==> src/rtl/regfile_pkg.sv <==
// Shared encodings and default widths for the register-file access controller.
// Imported by the controller, its bus interface and the testbench.
package regfile_pkg;

  localparam int RF_AW = 10;
  localparam int RF_DW = 32;
  localparam int RF_KW = 16;

  typedef enum logic [1:0] {
    OP_READ_PAIR = 2'd0,
    OP_WRITE     = 2'd1,
    OP_FILL      = 2'd2,
    OP_RSVD      = 2'd3
  } op_e;

  typedef enum logic [2:0] {
    ST_IDLE    = 3'd0,
    ST_RD_WAIT = 3'd1,
    ST_RD_CAPT = 3'd2,
    ST_WR      = 3'd3,
    ST_FILL    = 3'd4,
    ST_RESP    = 3'd5
  } state_e;

endpackage

==> src/rtl/regfile_access_ctrl_if.sv <==
// Command and response channels between a command source and the controller.
// Handshake: a beat transfers on a posedge where valid & ready are both high;
// the sender holds valid and its payload stable until that edge.
interface regfile_access_ctrl_if
  import regfile_pkg::*;
#(
  parameter int AW = RF_AW,
  parameter int DW = RF_DW,
  parameter int KW = RF_KW
);

  logic          cmd_valid;
  logic          cmd_ready;
  logic [1:0]    cmd_op;
  logic [AW-1:0] cmd_addr;
  logic [AW-1:0] cmd_addr2;
  logic [AW-1:0] cmd_len;
  logic [DW-1:0] cmd_data;
  logic [KW-1:0] cmd_key;

  logic          rsp_valid;
  logic          rsp_ready;
  logic [DW-1:0] rsp_data1;
  logic [DW-1:0] rsp_data2;
  logic          rsp_err;

  modport master (
    output cmd_valid, cmd_op, cmd_addr, cmd_addr2, cmd_len, cmd_data, cmd_key,
    output rsp_ready,
    input  cmd_ready,
    input  rsp_valid, rsp_data1, rsp_data2, rsp_err
  );

  modport slave (
    input  cmd_valid, cmd_op, cmd_addr, cmd_addr2, cmd_len, cmd_data, cmd_key,
    input  rsp_ready,
    output cmd_ready,
    output rsp_valid, rsp_data1, rsp_data2, rsp_err
  );

endinterface

==> src/rtl/regfile_access_ctrl.sv <==
// Initiator-side controller for the 1024x32 register/memory block: turns
// read-pair, write and fill commands into memory port activity and responses.
module regfile_access_ctrl
  import regfile_pkg::*;
#(
  parameter int AW = RF_AW,
  parameter int DW = RF_DW,
  parameter int KW = RF_KW
)
(
  input  logic                  clk,
  input  logic                  rst,
  regfile_access_ctrl_if.slave  bus,
  output logic [AW-1:0]         mem_reg1,
  output logic [AW-1:0]         mem_reg2,
  output logic [AW-1:0]         mem_address,
  output logic [DW-1:0]         mem_write_data,
  output logic                  mem_read_enable,
  input  logic [DW-1:0]         mem_read_reg1,
  input  logic [DW-1:0]         mem_read_reg2,
  input  logic [KW-1:0]         mem_key_access,
  output state_e                dbg_state
);

  state_e        state_q, state_d;
  logic          cmd_ready_q, cmd_ready_d;
  logic          rsp_valid_q, rsp_valid_d;
  logic [DW-1:0] rsp_data1_q, rsp_data1_d;
  logic [DW-1:0] rsp_data2_q, rsp_data2_d;
  logic          rsp_err_q, rsp_err_d;
  logic [AW-1:0] reg1_q, reg1_d;
  logic [AW-1:0] reg2_q, reg2_d;
  logic [AW-1:0] addr_q, addr_d;
  logic [DW-1:0] wdata_q, wdata_d;
  logic          re_q, re_d;
  logic [AW-1:0] cnt_q, cnt_d;
  logic [AW-1:0] len_q, len_d;

  op_e  op;
  logic accept;
  logic key_ok;

  assign op     = op_e'(bus.cmd_op);
  assign accept = bus.cmd_valid && cmd_ready_q;
  assign key_ok = (bus.cmd_key == mem_key_access);

  always_ff @(posedge clk) begin
    if (rst) begin
      state_q     <= ST_IDLE;
      cmd_ready_q <= 1'b1;
      rsp_valid_q <= 1'b0;
      rsp_data1_q <= '0;
      rsp_data2_q <= '0;
      rsp_err_q   <= 1'b0;
      reg1_q      <= '0;
      reg2_q      <= '0;
      addr_q      <= '0;
      wdata_q     <= '0;
      re_q        <= 1'b1;
      cnt_q       <= '0;
      len_q       <= '0;
    end else begin
      state_q     <= state_d;
      cmd_ready_q <= cmd_ready_d;
      rsp_valid_q <= rsp_valid_d;
      rsp_data1_q <= rsp_data1_d;
      rsp_data2_q <= rsp_data2_d;
      rsp_err_q   <= rsp_err_d;
      reg1_q      <= reg1_d;
      reg2_q      <= reg2_d;
      addr_q      <= addr_d;
      wdata_q     <= wdata_d;
      re_q        <= re_d;
      cnt_q       <= cnt_d;
      len_q       <= len_d;
    end
  end

  always_comb begin
    state_d     = state_q;
    cmd_ready_d = cmd_ready_q;
    rsp_valid_d = rsp_valid_q;
    rsp_data1_d = rsp_data1_q;
    rsp_data2_d = rsp_data2_q;
    rsp_err_d   = rsp_err_q;
    reg1_d      = reg1_q;
    reg2_d      = reg2_q;
    addr_d      = addr_q;
    wdata_d     = wdata_q;
    re_d        = re_q;
    cnt_d       = cnt_q;
    len_d       = len_q;

    unique case (state_q)
      ST_IDLE: begin
        if (accept) begin
          cmd_ready_d = 1'b0;
          cnt_d       = '0;
          len_d       = bus.cmd_len;
          case (op)
            OP_READ_PAIR: begin
              reg1_d  = bus.cmd_addr;
              addr_d  = bus.cmd_addr;
              reg2_d  = bus.cmd_addr2;
              state_d = ST_RD_WAIT;
            end
            OP_WRITE, OP_FILL: begin
              if (key_ok) begin
                addr_d  = bus.cmd_addr;
                wdata_d = bus.cmd_data;
                re_d    = 1'b0;
                state_d = (op == OP_WRITE) ? ST_WR : ST_FILL;
              end else begin
                rsp_valid_d = 1'b1;
                rsp_err_d   = 1'b1;
                state_d     = ST_RESP;
              end
            end
            default: begin
              rsp_valid_d = 1'b1;
              rsp_err_d   = 1'b1;
              state_d     = ST_RESP;
            end
          endcase
        end
      end

      // Memory registers its read ports on this edge.
      ST_RD_WAIT: state_d = ST_RD_CAPT;

      ST_RD_CAPT: begin
        rsp_data1_d = mem_read_reg1;
        rsp_data2_d = mem_read_reg2;
        rsp_err_d   = 1'b0;
        rsp_valid_d = 1'b1;
        state_d     = ST_RESP;
      end

      ST_WR: begin
        re_d        = 1'b1;
        rsp_valid_d = 1'b1;
        rsp_err_d   = 1'b0;
        state_d     = ST_RESP;
      end

      // One word per edge; the address wraps naturally at AW bits.
      ST_FILL: begin
        if (cnt_q == len_q) begin
          re_d        = 1'b1;
          rsp_valid_d = 1'b1;
          rsp_err_d   = 1'b0;
          state_d     = ST_RESP;
        end else begin
          cnt_d  = cnt_q + AW'(1);
          addr_d = addr_q + AW'(1);
        end
      end

      ST_RESP: begin
        if (bus.rsp_ready) begin
          rsp_valid_d = 1'b0;
          rsp_data1_d = '0;
          rsp_data2_d = '0;
          rsp_err_d   = 1'b0;
          cmd_ready_d = 1'b1;
          state_d     = ST_IDLE;
        end
      end

      default: begin
        state_d     = ST_IDLE;
        cmd_ready_d = 1'b1;
        rsp_valid_d = 1'b0;
        re_d        = 1'b1;
      end
    endcase
  end

  assign bus.cmd_ready   = cmd_ready_q;
  assign bus.rsp_valid   = rsp_valid_q;
  assign bus.rsp_data1   = rsp_data1_q;
  assign bus.rsp_data2   = rsp_data2_q;
  assign bus.rsp_err     = rsp_err_q;
  assign mem_reg1        = reg1_q;
  assign mem_reg2        = reg2_q;
  assign mem_address     = addr_q;
  assign mem_write_data  = wdata_q;
  assign mem_read_enable = re_q;
  assign dbg_state       = state_q;

endmodule
==> src/flat_wrapper.sv <==
// flat-port wrapper written by rule: the top's interface ports become plain ports
module regfile_access_ctrl_flat import regfile_pkg::*;
#(
  parameter int AW = RF_AW,
  parameter int DW = RF_DW,
  parameter int KW = RF_KW
)
  (clk, rst, mem_reg1, mem_reg2, mem_address, mem_write_data, mem_read_enable, mem_read_reg1, mem_read_reg2, mem_key_access, dbg_state, bus_cmd_valid, bus_cmd_op, bus_cmd_addr, bus_cmd_addr2, bus_cmd_len, bus_cmd_data, bus_cmd_key, bus_rsp_ready, bus_cmd_ready, bus_rsp_valid, bus_rsp_data1, bus_rsp_data2, bus_rsp_err);
  regfile_access_ctrl_if #(.AW(AW), .DW(DW), .KW(KW)) bus_i ();
  input  logic clk;
  input  logic rst;
  output logic [AW-1:0] mem_reg1;
  output logic [AW-1:0] mem_reg2;
  output logic [AW-1:0] mem_address;
  output logic [DW-1:0] mem_write_data;
  output logic mem_read_enable;
  input  logic [DW-1:0] mem_read_reg1;
  input  logic [DW-1:0] mem_read_reg2;
  input  logic [KW-1:0] mem_key_access;
  output state_e dbg_state;
  input wire logic [$bits(bus_i.cmd_valid)-1:0] bus_cmd_valid;
  input wire logic [$bits(bus_i.cmd_op)-1:0] bus_cmd_op;
  input wire logic [$bits(bus_i.cmd_addr)-1:0] bus_cmd_addr;
  input wire logic [$bits(bus_i.cmd_addr2)-1:0] bus_cmd_addr2;
  input wire logic [$bits(bus_i.cmd_len)-1:0] bus_cmd_len;
  input wire logic [$bits(bus_i.cmd_data)-1:0] bus_cmd_data;
  input wire logic [$bits(bus_i.cmd_key)-1:0] bus_cmd_key;
  input wire logic [$bits(bus_i.rsp_ready)-1:0] bus_rsp_ready;
  output wire logic [$bits(bus_i.cmd_ready)-1:0] bus_cmd_ready;
  output wire logic [$bits(bus_i.rsp_valid)-1:0] bus_rsp_valid;
  output wire logic [$bits(bus_i.rsp_data1)-1:0] bus_rsp_data1;
  output wire logic [$bits(bus_i.rsp_data2)-1:0] bus_rsp_data2;
  output wire logic [$bits(bus_i.rsp_err)-1:0] bus_rsp_err;
  assign bus_i.cmd_valid = bus_cmd_valid;
  assign bus_i.cmd_op = bus_cmd_op;
  assign bus_i.cmd_addr = bus_cmd_addr;
  assign bus_i.cmd_addr2 = bus_cmd_addr2;
  assign bus_i.cmd_len = bus_cmd_len;
  assign bus_i.cmd_data = bus_cmd_data;
  assign bus_i.cmd_key = bus_cmd_key;
  assign bus_i.rsp_ready = bus_rsp_ready;
  assign bus_cmd_ready = bus_i.cmd_ready;
  assign bus_rsp_valid = bus_i.rsp_valid;
  assign bus_rsp_data1 = bus_i.rsp_data1;
  assign bus_rsp_data2 = bus_i.rsp_data2;
  assign bus_rsp_err = bus_i.rsp_err;
  regfile_access_ctrl #(.AW(AW), .DW(DW), .KW(KW)) u_core (.clk(clk), .rst(rst), .bus(bus_i), .mem_reg1(mem_reg1), .mem_reg2(mem_reg2), .mem_address(mem_address), .mem_write_data(mem_write_data), .mem_read_enable(mem_read_enable), .mem_read_reg1(mem_read_reg1), .mem_read_reg2(mem_read_reg2), .mem_key_access(mem_key_access), .dbg_state(dbg_state));
endmodule
==> config.mk <==
export PLATFORM = sky130hd
export DESIGN_NAME = regfile_access_ctrl_flat
export DESIGN_NICKNAME = d
export VERILOG_FILES = /design/src/rtl/regfile_pkg.sv /design/src/rtl/regfile_access_ctrl_if.sv /design/src/rtl/regfile_access_ctrl.sv /design/src/flat_wrapper.sv
export SDC_FILE = /design/constraint.sdc
export NUM_CORES = 1
export LEC_CHECK = 0
export ABC_AREA = 0
export ABC_CLOCK_PERIOD_IN_PS = 2700
export BUFFER_PORTS_ARGS = -buffer_cell sky130_fd_sc_hd__buf_2
export CORE_ASPECT_RATIO = 0.8
export CORE_UTILIZATION = 38
export DETAILED_ROUTE_END_ITERATION = 10
export PLACE_DENSITY = 0.76
export SYNTH_ARGS = -nofsm -noshare
export SYNTH_HDL_FRONTEND = slang
export SYNTH_SLANG_ARGS = --single-unit
==> constraint.sdc <==
create_clock -name clk -period 2.7 [get_ports clk]
set_clock_uncertainty 0.2 [all_clocks]
set_input_delay 0.27 -clock clk [delete_from_list [all_inputs] [get_ports clk]]
set_output_delay 0.27 -clock clk [all_outputs]
set_load 0.03 [all_outputs]
# ---- Word-level counts from Yosys, hierarchy flattened
# Index checks and enable logic that the tools add are counted.
dict set report totals {
  reg_bits 153
  latch_bits 0
  ramBits 0
  romBits 0
  output_inout_bits 133
  elab_cells 91
  mem_count 0
}
dict set report classes {
  n_addsub 2
  multipliers 0
  div 0
  n_lt_le_gt_ge 0
  n_eq_ne 19
  shifts 0
  n_mux 33
  bitwise_logic 3
  reduce_logical 21
}
# op n
set op_table {}
lappend op_table {{$pmux 32 s2} 2}
lappend op_table {{$pmux 10 s2} 3}
lappend op_table {{$mux 10} 5}
lappend op_table {{$mux 32} 1}
lappend op_table {{$add 10x1->10 const B} 2}
lappend op_table {{$eq 16x16->1} 1}
lappend op_table {{$mux 3} 5}
lappend op_table {{$pmux 3 s5} 1}
lappend op_table {{$reduce_and 3->1} 4}
lappend op_table {{$reduce_and 6->1} 2}
lappend op_table {{$eq 10x10->1} 1}
lappend op_table {{$mux 1} 10}
lappend op_table {{$reduce_and 5->1} 2}
lappend op_table {{$ne 2x2->1 const B} 4}
lappend op_table {{$eq 3x2->1 const B} 2}
lappend op_table {{$eq 3x3->1 const B} 2}
lappend op_table {{$ne 2x1->1 const B} 3}
lappend op_table {{$ne 3x3->1 const B} 2}
lappend op_table {{$pmux 1 s3} 2}
lappend op_table {{$pmux 3 s2} 1}
lappend op_table {{$pmux 1 s5} 1}
lappend op_table {{$pmux 1 s4} 1}
lappend op_table {{$reduce_and 2->1} 2}
lappend op_table {{$reduce_and 4->1} 1}
lappend op_table {{other kinds (14)} 18}

# ---- Depth between registers and ports, before layout
dict set report depth {
  word_depth 6
  depth_mapped 10
}

# ---- Worst setup path before layout
# OpenSTA, ideal clock, no wires.
dict set report synth_timing {
  kind {register to register}
  from {register u_core.cmd_ready_q, in the netlist u_core.bus.cmd_ready}
  to {register u_core.addr_q[0], in the netlist u_core.mem_address[0]}
  setup_ns 0.074
  arrival_time_ns 2.164
  path_slack_ns 0.262
  stages_incl_launch_ff 9
  n_path_buf 2
  period_less_slack_ns 2.438
  path_cell_list {dfxtp_1 > nand2_1 > or4_4 > buf_6 > a22oi_4 > o221ai_2 > buf_6 > or3b_1 > a31oi_1}
}
dict set report synth_between {
  elab_chain_cells 3
}
# element line
set synth_lines {}
lappend synth_lines {{from (decl)} regfile_access_ctrl.sv:26} ;# logic cmd_ready_q, cmd_ready_d;
lappend synth_lines {{from (signal assigned)} regfile_access_ctrl.sv:64} ;# cmd_ready_q <= cmd_ready_d;
lappend synth_lines {{$logic_and 1x1->1} regfile_access_ctrl.sv:44} ;# assign accept = bus.cmd_valid && cmd_ready_q;
lappend synth_lines {{$ne 2x1->1 (no source line)} --}
lappend synth_lines {{$reduce_and 5->1 (no source line)} --}
lappend synth_lines {{to (signal assigned)} regfile_access_ctrl.sv:71} ;# addr_q <= addr_d;
lappend synth_lines {{to (decl)} regfile_access_ctrl.sv:33} ;# logic [AW-1:0] addr_q, addr_d;
# No other way between the ends.
# A chain may end at the register's enable or synchronous reset.

# ---- Worst setup path in the final report
dict set report layout_timing {
  from {register u_core.cnt_q[4]}
  to {register u_core.addr_q[6], in the netlist u_core.mem_address[6]}
}
dict set report layout_between {
  elab_chain_cells 3
}
# element line
set layout_lines {}
lappend layout_lines {{from (decl)} regfile_access_ctrl.sv:36} ;# logic [AW-1:0] cnt_q, cnt_d;
lappend layout_lines {{from (signal assigned)} regfile_access_ctrl.sv:74} ;# cnt_q <= cnt_d;
lappend layout_lines {{$eq 10x10->1} regfile_access_ctrl.sv:148} ;# if (cnt_q == len_q) begin
lappend layout_lines {{$ne 2x2->1 (no source line)} --}
lappend layout_lines {{$reduce_and 5->1 (no source line)} --}
# No other way between the ends.

==> results by group <==
Status
  • Status: completed

Global routing
  • Largest net degree at the start of global routing: between 100 and 150
  • Total Routing Usage GR: 24.6%
  • Global-route wire length before repair: around 32,000 µm
  • Vias in the first global route: ~6,400
  • Total gr overflow: 0
  • Initial antenna violation count: 1

Setup path
  • R2R depth: 7
  • Worst Setup SP: u_core.cnt_q[4]
  • Reg2reg setup slack: 0.27 ns
  • Worst setup path class: reg2reg
  • Worst EP required: 2.81 ns
  • CP startpoint kind: register
  • Crit. End Element: register
  • Arrival @ worst endpoint: ~2.5 ns
  • Crit path max fanout: 11
  • Reg-to-reg startpoint: u_core.cnt_q[4]

Die
  • Die H: 115 µm
  • Initial Util: just under 40%
  • Die area: ~17,000 µm²
  • # IOs: just under 300
  • Core Region: approximately 16,000 µm²
  • DIE WIDTH: ~140 µm
  • FP Rows: 41

STA
  • Pins over their slew limit: 0
  • Fmax: approximately 410 MHz
  • Final Hold Vio Count: 0
  • Final setup fails: 0
  • Final setup margin: between 0.2 and 0.3 ns
  • Setup TNS: 0 ns
  • Slew headroom: about 53%
  • Worst-Margin Slew: 0.705 ns
  • RSZ-0062 raised after global routing: no
  • Fin crit share: between 80% and 90%
  • Final worst path period need: 2.43 ns

Logic synthesis
  • Post-Synth Adder-Cell Area: about 1.0%
  • Xor/xnor share of the synthesized area: under 10%
  • Avg Cell Area, Syn: between 8 and 9 µm²
  • Post-synth net total: approximately 860
  • Sequential-to-total area share from yosys stat: between 50% and 60%
  • Synthesized cell area: between 6000 and 7000 µm²
  • Yosys reg bits: 153
  • Simple-gate area share of the yosys netlist: about 17%
  • Library cells used by synthesis: 46
  • EDFF count, synth: 0
  • Compound-Gate Fraction of Synth Area: between 10% and 20%
  • Main combinational cell family by area after synthesis: compound AO/OA/AOI/OAI gates
  • Mux contribution to synthesized area: 5.40%
  • Post-synth ARST share: 0%
  • Ys flop type: dfxtp_1
  • YS warnings: 0
  • Post-Synthesis Cells: 690

Power
  • Maximum vdd ir drop: ~500 µV
  • Leakage power: 0.00456 µW
  • Power Density: 744 nW/µm²

Clock network
  • Max clock buf depth: 2
  • Hold Buf Count CTS: between 100 and 150
  • CTS buffer count: 17
  • Clk_lat worst skew: 0.41 ns
  • Post-cts sizing count: 0
  • Clock net sink count: 153
  • Post-CTS setup buffer count: 0
  • H-tree Lvls: 4
  • CTS tree: done
  • Clock transition at the registers of the reported paths: about 0.060 ns
  • Root Buffer: clkbuf_16

Final layout
  • Fill cells: ~1,300
  • Cell Count, Final, Fillers Out: roughly 1,300
  • Fin nets: approximately 1,300
  • Most common cell after layout, fill and taps aside: buf_2
  • Commonest cells after routing, fill and taps aside: buf_2 (295), dfxtp_1 (153), dlygate4sd3_1 (126), nor2_1 (120), nand2_1 (85)
  • Area growth, synth to finish: 58.3%
  • Design area: between 9000 and 10,000 µm²
  • Final Core Density: roughly 61%
  • Share of cells above drive strength 1: around 32%

Detailed routing
  • Vias per inst: roughly 5.1
  • WL/cell: roughly 16 µm
  • DR vias: between 6,000 and 7,000
  • 1st-pass router iterations: 6
  • DRC: 0
  • Final wirelength: about 21,000 µm
  • Antenna Nets Post-Route: 0
  • First DRT Iteration DRCs: 645

Min path
  • Hold depth: 4
  • HP Start: bus_cmd_valid
  • Min-delay worst type: in2reg

Place
  • Place WS: 0.320 ns
  • Placer congestion estimate: slightly above 0.8
  • Placed cell count: roughly 1,200
  • Placed Instance Area: just under 8000 µm²
  • DP HPWL: ~13,000 µm
  • I/O Buffers: between 200 and 300

Flow run
  • Max Cap Viol: 0
## worst max-delay path: stages (launching register included)
cell,delay [ns]
dfxtp_1,0.40
xnor2_1,0.15
nand4_1,0.16
or3_1,0.43
o221ai_2,0.46
buf_4,0.22
nor2b_1,0.04
o221a_2,0.25
## final timing paths
kind / end
hold / removal: u_core.bus.cmd_ready
setup reg to reg: u_core.mem_address[6]
hold reg to reg: u_core.mem_reg1[8]
setup / recovery: u_core.mem_address[6]
## report_power, final
group / leakage [µW] / total, µW / internal, µW / switching [µW]
Clock: 0.000264 / 2230 / 1260 / 972
Sequential: 0.00124 / 2690 / 2490 / 198
Combinational: 0.00306 / 2280 / 880 / 1400
Total: 0.00456 / 7200 / 4630 / 2570
## state kept, by name (all words and copies together), names as in the netlist
register and count:
u_core.len_q 10, u_core.bus.rsp_data1 32, u_core.mem_reg1 10, u_core.dbg_state 3, u_core.cnt_q 10, u_core.mem_reg2 10, u_core.mem_read_enable 1, u_core.bus.rsp_err 1
u_core.bus.rsp_data2 32, u_core.mem_write_data 32, u_core.mem_address 10, u_core.bus.cmd_ready 1, u_core.bus.rsp_valid 1
## Yosys cell counts, types with 2 or more instances
cell type / count / share of area (%)
a211oi_1: 4 / 0.49
a21oi_1: 53 / 4.3
a22oi_1: 68 / 8.4
a31oi_1: 3 / 0.31
and2_1: 2 / 0.20
and3_1: 2 / 0.20
buf_1: 3 / 0.18
buf_2: 3 / 0.25
buf_6: 3 / 0.55
clkbuf_1: 43 / 2.6
dfxtp_1: 153 / 50
ha_1: 5 / 1.0
inv_1: 5 / 0.31
mux2i_1: 33 / 5.4
nand2_1: 85 / 5.2
nand3_1: 14 / 1.1
nand4_1: 6 / 0.61
nor2_1: 120 / 7.4
nor2b_1: 4 / 0.41
nor3_1: 6 / 0.49
nor4_1: 2 / 0.20
o211a_1: 3 / 0.49
o21ai_0: 7 / 0.57
o221a_2: 2 / 0.37
o31ai_1: 3 / 0.37
o32ai_1: 5 / 0.72
xnor2_1: 34 / 4.9
## cell families (layout without fill, tap and decap cells)
group | after synthesis | count (layout)
other | 0 | 2
buffers and inverters | 58 | 480
flip-flops | 153 | 153
adder cells (fa/ha/maj) | 5 | 5
AND/OR/NAND/NOR | 249 | 249
multiplexers | 33 | 33
AO/OA/AOI/OAI | 158 | 158
XOR/XNOR | 34 | 34
## layout make-up
class	instances	area [µm²]	area share (%)
antenna	2	5.00	0.0517
clock buffer	21	470	4.86
clock inverter	11	90.1	0.931
inverter	6	22.5	0.233
multi-input combinational	479	2840	29.3
sequential	153	3060	31.7
tap	215	269	2.78
timing repair buffer	442	2920	30.2
## metal layers
layer	global-route usage (%)	part of all wire, %	vias to the layer above
met3	6.28	6.7	64
met5	0	0.061	-
met4	12.0	3.0	2
li1	-	-	3219
met1	29.4	40	3117
met2	41.2	50	332
## per-stage QoR
| step | hold slack, ns | total power, µW |
|---|---|---|
| floorplan | 0.206 | 4140 |
| global placement | 0.239 | 4780 |
| detailed placement | 0.245 | 4810 |
| CTS | 0.0483 | 7190 |
| global route | 0.0968 | 7540 |
| finish | 0.0861 | 7200 |
Note: power is estimated with default switching activity, not from simulation.
